==> src/rtl/disp_sched.sv <==
// Display scheduler: time-shares one 7-segment BCD encoder among NUM_SRC value
// sources, rotating on a dwell timer or manual advance, re-requesting to keep digits lit.
module disp_sched #(
  parameter int NUM_SRC      = 4,
  parameter int VAL_WIDTH    = 14,
  parameter int REQ_HOLD     = 64,
  parameter int ENC_BUSY     = 4800,
  parameter int DWELL_CYCLES = 50000000
) (
  input  logic                           clk,
  input  logic                           rst_n,
  input  logic [NUM_SRC*VAL_WIDTH-1:0]   src_val_i,
  input  logic [NUM_SRC-1:0]             src_en_i,
  input  logic                           hold_i,
  input  logic                           next_i,
  output logic [VAL_WIDTH-1:0]           enc_val_o,
  output logic                           enc_req_o,
  output logic [$clog2(NUM_SRC)-1:0]     cur_src_o,
  output logic                           active_o
);

  // state   | meaning
  // S_IDLE  | nothing enabled; encoder left idle so digits blank
  // S_LATCH | one cycle: pick the source and capture its value
  // S_REQ   | enc_req_o high for REQ_HOLD cycles
  // S_BUSY  | wait ENC_BUSY cycles for conversion and digit write-out
  typedef enum logic [1:0] {S_IDLE, S_LATCH, S_REQ, S_BUSY} state_t;

  localparam int SW = $clog2(NUM_SRC);
  localparam int RW = (REQ_HOLD > 1) ? $clog2(REQ_HOLD) : 1;
  localparam int BW = (ENC_BUSY > 1) ? $clog2(ENC_BUSY) : 1;
  localparam int PW = (RW > BW) ? RW : BW;
  localparam int DW = (DWELL_CYCLES > 1) ? $clog2(DWELL_CYCLES) : 1;

  localparam logic [PW-1:0] REQ_LD   = PW'(REQ_HOLD - 1);
  localparam logic [PW-1:0] BUSY_LD  = PW'(ENC_BUSY - 1);
  localparam logic [DW-1:0] DWELL_TC = DW'(DWELL_CYCLES - 1);

  state_t               state_q;
  logic [PW-1:0]        phase_q;
  logic [DW-1:0]        dwell_q;
  logic                 adv_pend_q;
  logic [SW-1:0]        cur_src_q;
  logic [VAL_WIDTH-1:0] enc_val_q;
  logic                 enc_req_q;
  logic                 active_q;

  logic                 hi_found, lo_found;
  logic [SW-1:0]        hi_idx, lo_idx;
  logic [SW-1:0]        nxt_src_d;
  logic [VAL_WIDTH-1:0] sel_val_d;
  logic                 dwell_tick, dwell_exp, src_chg;

  // Round-robin: lowest enabled index above cur_src, else lowest enabled below it.
  always_comb begin
    hi_found  = 1'b0;
    lo_found  = 1'b0;
    hi_idx    = '0;
    lo_idx    = '0;
    nxt_src_d = cur_src_q;
    sel_val_d = '0;
    for (int j = NUM_SRC - 1; j >= 0; j--) begin
      if (src_en_i[j] && (SW'(j) > cur_src_q)) begin
        hi_found = 1'b1;
        hi_idx   = SW'(j);
      end
      if (src_en_i[j] && (SW'(j) < cur_src_q)) begin
        lo_found = 1'b1;
        lo_idx   = SW'(j);
      end
    end
    if (adv_pend_q || !src_en_i[cur_src_q]) begin
      if (hi_found) begin
        nxt_src_d = hi_idx;
      end else if (lo_found) begin
        nxt_src_d = lo_idx;
      end
    end
    for (int j = 0; j < NUM_SRC; j++) begin
      if (SW'(j) == nxt_src_d) begin
        sel_val_d = src_val_i[j*VAL_WIDTH +: VAL_WIDTH];
      end
    end
  end

  assign dwell_tick = active_q && !hold_i;
  assign dwell_exp  = dwell_tick && (dwell_q == DWELL_TC);
  assign src_chg    = (state_q == S_LATCH) && (nxt_src_d != cur_src_q);

  always_ff @(posedge clk or negedge rst_n) begin
    if (!rst_n) begin
      state_q    <= S_IDLE;
      phase_q    <= '0;
      dwell_q    <= '0;
      adv_pend_q <= 1'b0;
      cur_src_q  <= '0;
      enc_val_q  <= '0;
      enc_req_q  <= 1'b0;
      active_q   <= 1'b0;
    end else begin
      unique case (state_q)
        S_IDLE: begin
          if (src_en_i != '0) begin
            state_q  <= S_LATCH;
            active_q <= 1'b1;
          end
        end
        S_LATCH: begin
          cur_src_q <= nxt_src_d;
          if (src_en_i == '0) begin
            state_q  <= S_IDLE;
            active_q <= 1'b0;
          end else begin
            enc_val_q <= sel_val_d;
            state_q   <= S_REQ;
            enc_req_q <= 1'b1;
            phase_q   <= REQ_LD;
          end
        end
        S_REQ: begin
          if (phase_q == '0) begin
            state_q   <= S_BUSY;
            enc_req_q <= 1'b0;
            phase_q   <= BUSY_LD;
          end else begin
            phase_q <= phase_q - 1'b1;
          end
        end
        S_BUSY: begin
          if (phase_q == '0) begin
            state_q <= S_LATCH;
          end else begin
            phase_q <= phase_q - 1'b1;
          end
        end
        default: begin
          state_q   <= S_IDLE;
          enc_req_q <= 1'b0;
          active_q  <= 1'b0;
        end
      endcase

      if (src_chg) begin
        dwell_q <= '0;
      end else if (dwell_tick) begin
        dwell_q <= (dwell_q == DWELL_TC) ? '0 : dwell_q + 1'b1;
      end

      // The latch cycle consumes any pending advance; events landing in it start a new one.
      if (state_q == S_LATCH) begin
        adv_pend_q <= next_i || (dwell_exp && !src_chg);
      end else if ((state_q != S_IDLE) && (next_i || dwell_exp)) begin
        adv_pend_q <= 1'b1;
      end
    end
  end

  assign enc_val_o = enc_val_q;
  assign enc_req_o = enc_req_q;
  assign cur_src_o = cur_src_q;
  assign active_o  = active_q;

endmodule

==> config.mk <==
export PLATFORM = sky130hd
export DESIGN_NAME = disp_sched
export DESIGN_NICKNAME = d
export VERILOG_FILES = /design/src/rtl/disp_sched.sv
export SDC_FILE = /design/constraint.sdc
export NUM_CORES = 1
export LEC_CHECK = 0
export ABC_CLOCK_PERIOD_IN_PS = 3100
export BUFFER_PORTS_ARGS = -buffer_cell sky130_fd_sc_hd__buf_2
export CAP_MARGIN = 20
export CORE_MARGIN = 5
export CORE_UTILIZATION = 40
export CTS_CLUSTER_SIZE = 10
export DETAILED_ROUTE_END_ITERATION = 12
export GPL_TIMING_DRIVEN = 1
export SYNTH_ARGS = -nofsm -noshare
export SYNTH_HDL_FRONTEND = slang
export SYNTH_SLANG_ARGS = --single-unit
==> constraint.sdc <==
create_clock -name clk -period 3.1 [get_ports clk]
set_input_delay 0.93 -clock clk [delete_from_list [all_inputs] [get_ports clk]]
set_output_delay 0.93 -clock clk [all_outputs]
set_load 0.1 [all_outputs]
==> impl_metrics.tcl, run 1 <==
set metrics [dict create \
    rows 35 \
    post_cts_hold_buffer_count 0 \
    totalWireLength_um 8910 \
    cts_inserted_buffers 9 \
    gp_congestion 0.841 \
    grt_max_degree 61 \
    clkTransAtPathRegs_ps 70 \
    finalCritPeriodShare 0.814 \
    final_setup_fails 0 \
    cts_sinks 60 \
    cts.path.max_buffers 2 \
    grt-ovfl-total 0 \
    avgRoutedWirePerCell_um 15.2 \
    pin_count 82 \
    yosys_warnings 0 \
    synth_flop_cell "sky130_fd_sc_hd__dfrtp_1" \
    clock-skew-final_ps 8.76 \
    core-area_um2 9200 \
    fraction_of_final_layout_cells_with_drive_strength_greater_than_1 0.273 \
    fmaxAchievable_mhz 396 \
    drt.antenna.violating_nets 0 \
    worst_path_max_delay_cell "sky130_fd_sc_hd__dfrtp_1" \
    min_to "phase_q[11]$_DFFE_PN0P_" \
    dpl_cell_area_um2 4270 \
    initial_utilization 0.409 \
    hpwl_um 6580 \
    min_period_ps 2520 \
    yosys_register_bits 60 \
    worstHoldPathCells 1 \
    cp.arrival_ps 2740 \
    worstPathRequired_ps 3320 \
    htreeDepth 3 \
    count_of_inserted_antenna_diode_cells 0 \
    place.port_buffers 81 \
    cp-start-kind "flip-flop" \
    layout.cell_area.non_filler_um2 4450 \
    setup_slack_on_the_worst_flop_to_flop_path_ps 580 \
    tritoncts "built" \
    worstSetupPathType "flip-flop to flip-flop" \
    dr.pass1.iters 4 \
    count_of_flip_flops_with_a_built_in_enable_after_synthesis 0 \
    worst_hold_startpoint "phase_q[11]$_DFFE_PN0P_" \
    grt_first_pass_wirelength_um 14700 \
    critical_path_s_top_delay_family "multiplexers" \
    die_area_um2 11400 \
    synth_cell_type_count 67 \
    critPathCaptureType "flip-flop" \
    track_usage 0.158 \
    worstRegToRegCells 6 \
    timing.critical_path.cells "mux2i_4 > o22ai_1 > or3_4 > nand2_4 > mux4_2 > mux2_2" \
    critical_path.n_buffers_inverters 0 \
    vias 3236 \
    mapped_nets 463 \
    worst_path_largest_cell_delay_ps 640 \
    final_net_count 546 \
    timing.max_slew.rel_slack 0.355 \
    dpl.cell_count 573 \
    setup-tns-final_ps 0 \
    final_max_slew_viol_count 0 \
    via_per_inst 5.50 \
    worst_pin_slew_ps 958 \
    die_height_um 107 \
    report.power.total_uw 4170 \
    clockRootBuffer "sky130_fd_sc_hd__clkbuf_8" \
    yosysSeqAreaShare 0.399 \
    max_fo_critical_path 13 \
    final-instance-count-excl-fill 588 \
    min_path_type "flip-flop to flip-flop" \
    rsz_0062_raised_after_global_routing "false" \
    post_synth_inst_count 390 \
    power_leakage_uw 0.00197 \
    drt_drc_violations_left 0 \
    regToRegEndpoint "enc_val_o[11]$_DFFE_PN0P_" \
    flow.area_growth_from_synthesis_pct 18.5 \
    vdd_ir_drop_max_mv 0.328 \
    postSynth.asyncResetShare 1.00 \
    post_cts_resized 0 \
    max_cap_violations 0 \
    syn_area_um2 3760 \
    outcome "finished clean" \
    via_count_of_the_first_global_routing_pass 3018 \
    powerDensity_nw_per_um2 936 \
    horizontal_die_dimension_um 107 \
    postSynthAreaPerCell_um2 9.64 \
    number_of_antenna_violations_at_the_first_check_in_global_routing 0 \
    drt_first_iter_violations 92 \
    critical_path.reg2reg.startpoint "cur_src_o[1]$_DFFE_PN0P_" \
    hold_viol 0 \
    postCtsSetupRepairBufs 0 \
    insertion_delay_ps 330 \
]
==> metal layers <==
metal | routed length [um] | global-route usage | up-vias | part of all wire
met5 | 0 | 0 | - | 0
met4 | 85 | 0.0438 | 0 | 0.0095
met3 | 481 | 0.0409 | 4 | 0.054
met2 | 4110 | 0.248 | 69 | 0.46
met1 | 4240 | 0.215 | 1541 | 0.48
li1 | - | - | 1622 | -
==> synth_stat cells, types with 4 or more instances <==
master / number / area [um2]
sky130_fd_sc_hd__a21oi_1: 19 / 95.1
sky130_fd_sc_hd__a221oi_2: 10 / 150
sky130_fd_sc_hd__a31oi_1: 5 / 31.3
sky130_fd_sc_hd__and3_1: 8 / 50.1
sky130_fd_sc_hd__and4_1: 5 / 43.8
sky130_fd_sc_hd__buf_2: 4 / 20.0
sky130_fd_sc_hd__clkbuf_1: 7 / 26.3
sky130_fd_sc_hd__dfrtp_1: 60 / 1500
sky130_fd_sc_hd__ha_1: 9 / 113
sky130_fd_sc_hd__inv_1: 9 / 33.8
sky130_fd_sc_hd__mux2i_1: 14 / 140
sky130_fd_sc_hd__nand2_1: 26 / 97.6
sky130_fd_sc_hd__nand2b_1: 6 / 37.5
sky130_fd_sc_hd__nand3_1: 13 / 65.1
sky130_fd_sc_hd__nand4_1: 6 / 37.5
sky130_fd_sc_hd__nor2_1: 37 / 139
sky130_fd_sc_hd__nor3_1: 31 / 155
sky130_fd_sc_hd__nor3b_1: 4 / 30.0
sky130_fd_sc_hd__o21ai_0: 9 / 45.0
sky130_fd_sc_hd__o22ai_1: 16 / 100
sky130_fd_sc_hd__xnor2_1: 7 / 61.3
sky130_fd_sc_hd__xor2_1: 17 / 149
==> placed cells by master, fill, tap and decap left out, types with 4 or more instances in the layout <==
master                     count
sky130_fd_sc_hd__ha_1          9
sky130_fd_sc_hd__clkbuf_8     13
sky130_fd_sc_hd__nor2_1       37
sky130_fd_sc_hd__and4_1        5
sky130_fd_sc_hd__dfrtp_1      60
sky130_fd_sc_hd__a221oi_2     10
sky130_fd_sc_hd__mux2i_1      14
sky130_fd_sc_hd__nand2b_1      6
sky130_fd_sc_hd__nor3_1       31
sky130_fd_sc_hd__nor3b_1       4
sky130_fd_sc_hd__inv_1         9
sky130_fd_sc_hd__o22ai_1      16
sky130_fd_sc_hd__xor2_1       17
sky130_fd_sc_hd__a21oi_1      19
sky130_fd_sc_hd__buf_2        81
sky130_fd_sc_hd__nand2_1      26
sky130_fd_sc_hd__buf_4         6
sky130_fd_sc_hd__a31oi_1       5
sky130_fd_sc_hd__xnor2_1       7
sky130_fd_sc_hd__nand3_1      13
sky130_fd_sc_hd__and3_1        8
sky130_fd_sc_hd__o21ai_0       9
sky130_fd_sc_hd__nand4_1       6
==> through the flow <==
| stage | hold slack, ps | setup slack [ps] | util |
|---|---|---|---|
| global placement | 473 | 319 | 0.464 |
| global route | 513 | 420 | 0.484 |
| CTS | 483 | 595 | 0.484 |
| floorplan | 451 | 351 | - |
| finish | 490 | 576 | 0.484 |
| detailed placement | 474 | 271 | 0.464 |
==> worst max-delay path by stage <==
stage                                   startpoint                         to  slack (ps)  cells past startpoint
after global placement                 src_en_i[3]  enc_val_o[11]$_DFFE_PN0P_         320                      6
after detailed placement               src_en_i[3]  enc_val_o[11]$_DFFE_PN0P_         270                      6
after floorplan           cur_src_o[0]$_DFFE_PN0P_  enc_val_o[11]$_DFFE_PN0P_         350                      7
after global routing      cur_src_o[1]$_DFFE_PN0P_   enc_val_o[0]$_DFFE_PN0P_         420                      6
after CTS                 cur_src_o[1]$_DFFE_PN0P_  enc_val_o[11]$_DFFE_PN0P_         600                      6
final                     cur_src_o[1]$_DFFE_PN0P_  enc_val_o[11]$_DFFE_PN0P_         580                      6
==> report_power, final <==
part	total, uW	switching, uW	internal, uW	leakage (uW)
Clock	671	298	373	0.0000986
Sequential	1080	144	939	0.000741
Combinational	2410	1710	702	0.00113
Total	4170	2150	2010	0.00197
==> flip-flops by register name, indices dropped and copies added (netlist names) <==
signal	count
active_o	1
enc_req_o	1
cur_src_o	2
enc_val_o	14
state_q	2
phase_q	13
dwell_q	26
adv_pend_q	1
==> cell families (layout without fill, tap and decap cells) <==
family,Yosys count,in the layout,synth area share
and+or+nand+nor,165,165,0.241
buffers and inverters,25,112,0.0366
xor gates and xnor gates,24,24,0.0559
muxes,17,17,0.0523
AOI/OAI and AO/OA,90,90,0.185
DFF,60,60,0.399
adders and majority gates,9,9,0.0300
==> final cells by class <==
| cell class | count | area (um2) |
|---|---|---|
| repair buffers | 88 | 470 |
| clock buffers | 14 | 183 |
| well taps | 111 | 139 |
| clock inverters | 1 | 5.00 |
| fillers | 886 | 4740 |
| flip-flops and latches | 60 | 1500 |
| inverters | 9 | 33.8 |
| multi-input cells | 305 | 2120 |
(Power assumes the default switching activity.)
==> inputs of run 2 (changes only) <==
--- a/config.mk
+++ b/config.mk
@@ -5,7 +5,7 @@
 export SDC_FILE = /design/constraint.sdc
 export NUM_CORES = 1
 export LEC_CHECK = 0
-export ABC_CLOCK_PERIOD_IN_PS = 3100
+export ABC_CLOCK_PERIOD_IN_PS = 2400
 export BUFFER_PORTS_ARGS = -buffer_cell sky130_fd_sc_hd__buf_2
 export CAP_MARGIN = 20
 export CORE_MARGIN = 5
==> constraint.sdc (replaced) <==
create_clock -name clk -period 2.4 [get_ports clk]
set_input_delay 0.72 -clock clk [delete_from_list [all_inputs] [get_ports clk]]
set_output_delay 0.72 -clock clk [all_outputs]
set_load 0.1 [all_outputs]
==> run 2 against run 1 <==
Against the previous run:
- count of clock-buffer cells in the layout down 2
- core utilization up 2.7 points
- power grew 38%
- non-clock buffer count grew 28
- first-iteration DRC count up 24%
- highest routed layer unchanged
- clock skew up 5.0 ps
- design area up 5.6%
- cell count up 4.9%
- hold slack worse by 230 ps
- largest power group unchanged
==> impl_metrics.tcl, run 2 (same netlist as run 1, synthesis figures left out) <==
set metrics [dict create \
    outcome "finished clean" \
    max_cap_violations 0 \
    dpl_worst_slack_ps -177 \
    critical_path.n_buffers_inverters 0 \
    vdd_ir_drop_max_mv 0.502 \
    clock-skew-final_ps 13.7 \
    via_per_inst 5.62 \
    fraction_of_final_layout_cells_with_drive_strength_greater_than_1 0.324 \
    die_area_um2 11400 \
    post_cts_resized 0 \
    timing.max_slew.rel_slack 0.551 \
    timing.critical_path.cells "nor3b_1 > nor3_4 > o22ai_1 > mux4_2 > mux2_2" \
    largest_register_ff_count 26 \
    post_cts_hold_buffer_count 0 \
    gp_congestion 0.841 \
    fmaxAchievable_mhz 436 \
    via_count_of_the_first_global_routing_pass 3419 \
    report.power.total_uw 5750 \
    rsz_0062_raised_after_global_routing "false" \
    min_period_ps 2290 \
    flow.area_growth_from_synthesis_pct 25.1 \
    final_net_count 574 \
    tritoncts "built" \
    initial_utilization 0.409 \
    vias 3469 \
    number_of_antenna_violations_at_the_first_check_in_global_routing 0 \
    track_usage 0.178 \
    totalWireLength_um 9940 \
    rows 35 \
    worstPathRequired_ps 2620 \
    powerDensity_nw_per_um2 1220 \
    final_setup_fails 0 \
    count_of_inserted_antenna_diode_cells 0 \
    insertion_delay_ps 340 \
    worstSetupPathType "flip-flop to flip-flop" \
    mostFrequentLayoutCell "sky130_fd_sc_hd__buf_2" \
    cts_inserted_buffers 9 \
    cts.path.max_buffers 2 \
    dr.pass1.iters 4 \
    max_fo_critical_path 13 \
    drt_first_iter_violations 114 \
    dpl.cell_count 601 \
    final_max_slew_viol_count 0 \
    drt_drc_violations_left 0 \
    pin_count 82 \
    clockRootBuffer "sky130_fd_sc_hd__clkbuf_8" \
    grt_first_pass_wirelength_um 16600 \
    power_leakage_uw 0.00211 \
    filler_cell_count 855 \
    die_height_um 107 \
    grt_max_degree 27 \
    hpwl_um 7510 \
    layout_common_cells "sky130_fd_sc_hd__buf_2, sky130_fd_sc_hd__dfrtp_1, sky130_fd_sc_hd__nor2_1" \
    critPathCaptureType "flip-flop" \
    worst_pin_slew_ps 674 \
    horizontal_die_dimension_um 107 \
    grt-ovfl-total 0 \
    avgRoutedWirePerCell_um 16.1 \
    htreeDepth 3 \
    finalCritPeriodShare 0.956 \
    clkTransAtPathRegs_ps 70 \
    core-area_um2 9200 \
    postCtsSetupRepairBufs 0 \
    cts_sinks 60 \
    worst_path_max_delay_cell "sky130_fd_sc_hd__dfrtp_4" \
    critical_path.reg2reg.startpoint "cur_src_o[1]$_DFFE_PN0P_" \
    postLayoutSetupSlackWorst_ps 106 \
    cp.arrival_ps 2520 \
    drt.antenna.violating_nets 0 \
    registers.top_by_ff_count "dwell_q" \
    place.port_buffers 81 \
    worst_path_largest_cell_delay_ps 560 \
    final-instance-count-excl-fill 617 \
    cp-startpoint "cur_src_o[1]$_DFFE_PN0P_" \
    min_path_type "input pin to async pin" \
    critical_path_s_top_delay_family "multiplexers" \
    cp-start-kind "flip-flop" \
    hold_viol 0 \
]
==> run 2: cell count changes in the layout (fill, tap and decap cells not counted), moves of 2 or more <==
| cell | previous run | this run |
|---|---|---|
| sky130_fd_sc_hd__buf_4 | 6 | 33 |
| sky130_fd_sc_hd__dfrtp_4 | 0 | 2 |
| sky130_fd_sc_hd__clkbuf_8 | 13 | 11 |
| sky130_fd_sc_hd__dfrtp_1 | 60 | 57 |
==> run 2: final cells by class <==
| class | instances | area (um2) | area share |
|---|---|---|---|
| clock buffers | 12 | 155 | 0.0330 |
| multi-input cells | 305 | 2120 | 0.452 |
| clock inverters | 4 | 47.5 | 0.0101 |
| repair buffers | 116 | 693 | 0.147 |
| well taps | 111 | 139 | 0.0295 |
| flip-flops and latches | 60 | 1510 | 0.321 |
| inverters | 9 | 33.8 | 0.00718 |
==> run 2: where the power goes <==
part | total, uW | switching (uW) | internal, uW
Clock | 951 | 417 | 533
Sequential | 1420 | 197 | 1230
Combinational | 3380 | 2270 | 1110
Total | 5750 | 2890 | 2870
==> run 2: worst reg2reg max path: stages, from the launching register on <==
cell and delay (ps):
sky130_fd_sc_hd__dfrtp_4 560, sky130_fd_sc_hd__nor3b_1 450, sky130_fd_sc_hd__nor3_4 90, sky130_fd_sc_hd__o22ai_1 280, sky130_fd_sc_hd__mux4_2 530, sky130_fd_sc_hd__mux2_2 270
==> run 2: stage by stage <==
step	hold slack [ps]	utilization	setup TNS, ps	cell area (um2)
2_1_floorplan	424	-	-26.0	3770
3_3_place_gp	481	0.489	-1410	4500
3_5_place_dp	496	0.489	-4150	4500
4_1_cts	256	0.511	0	4700
5_1_grt	266	0.511	0	4700
6_report	261	0.511	0	4700
==> run 2: final timing paths <==
path	to	cells after the start	slack, ps
setup / recovery	enc_val_o[11]$_DFFE_PN0P_	5	110
hold / removal	enc_val_o[3]$_DFFE_PN0P_	1	260
setup reg to reg	enc_val_o[11]$_DFFE_PN0P_	5	110
hold reg to reg	enc_req_o$_DFFE_PN0P_	1	510
max in group asynchronous	phase_q[4]$_DFFE_PN0P_	3	1420
min in group clk	enc_req_o$_DFFE_PN0P_	1	510
==> run 2: per-layer routing <==
layer	up-vias	global-route usage	wire, um
met3	14	0.0355	515
met2	88	0.279	4610
met1	1679	0.243	4640
met4	0	0.0694	177
met5	-	0	0
li1	1688	-	-
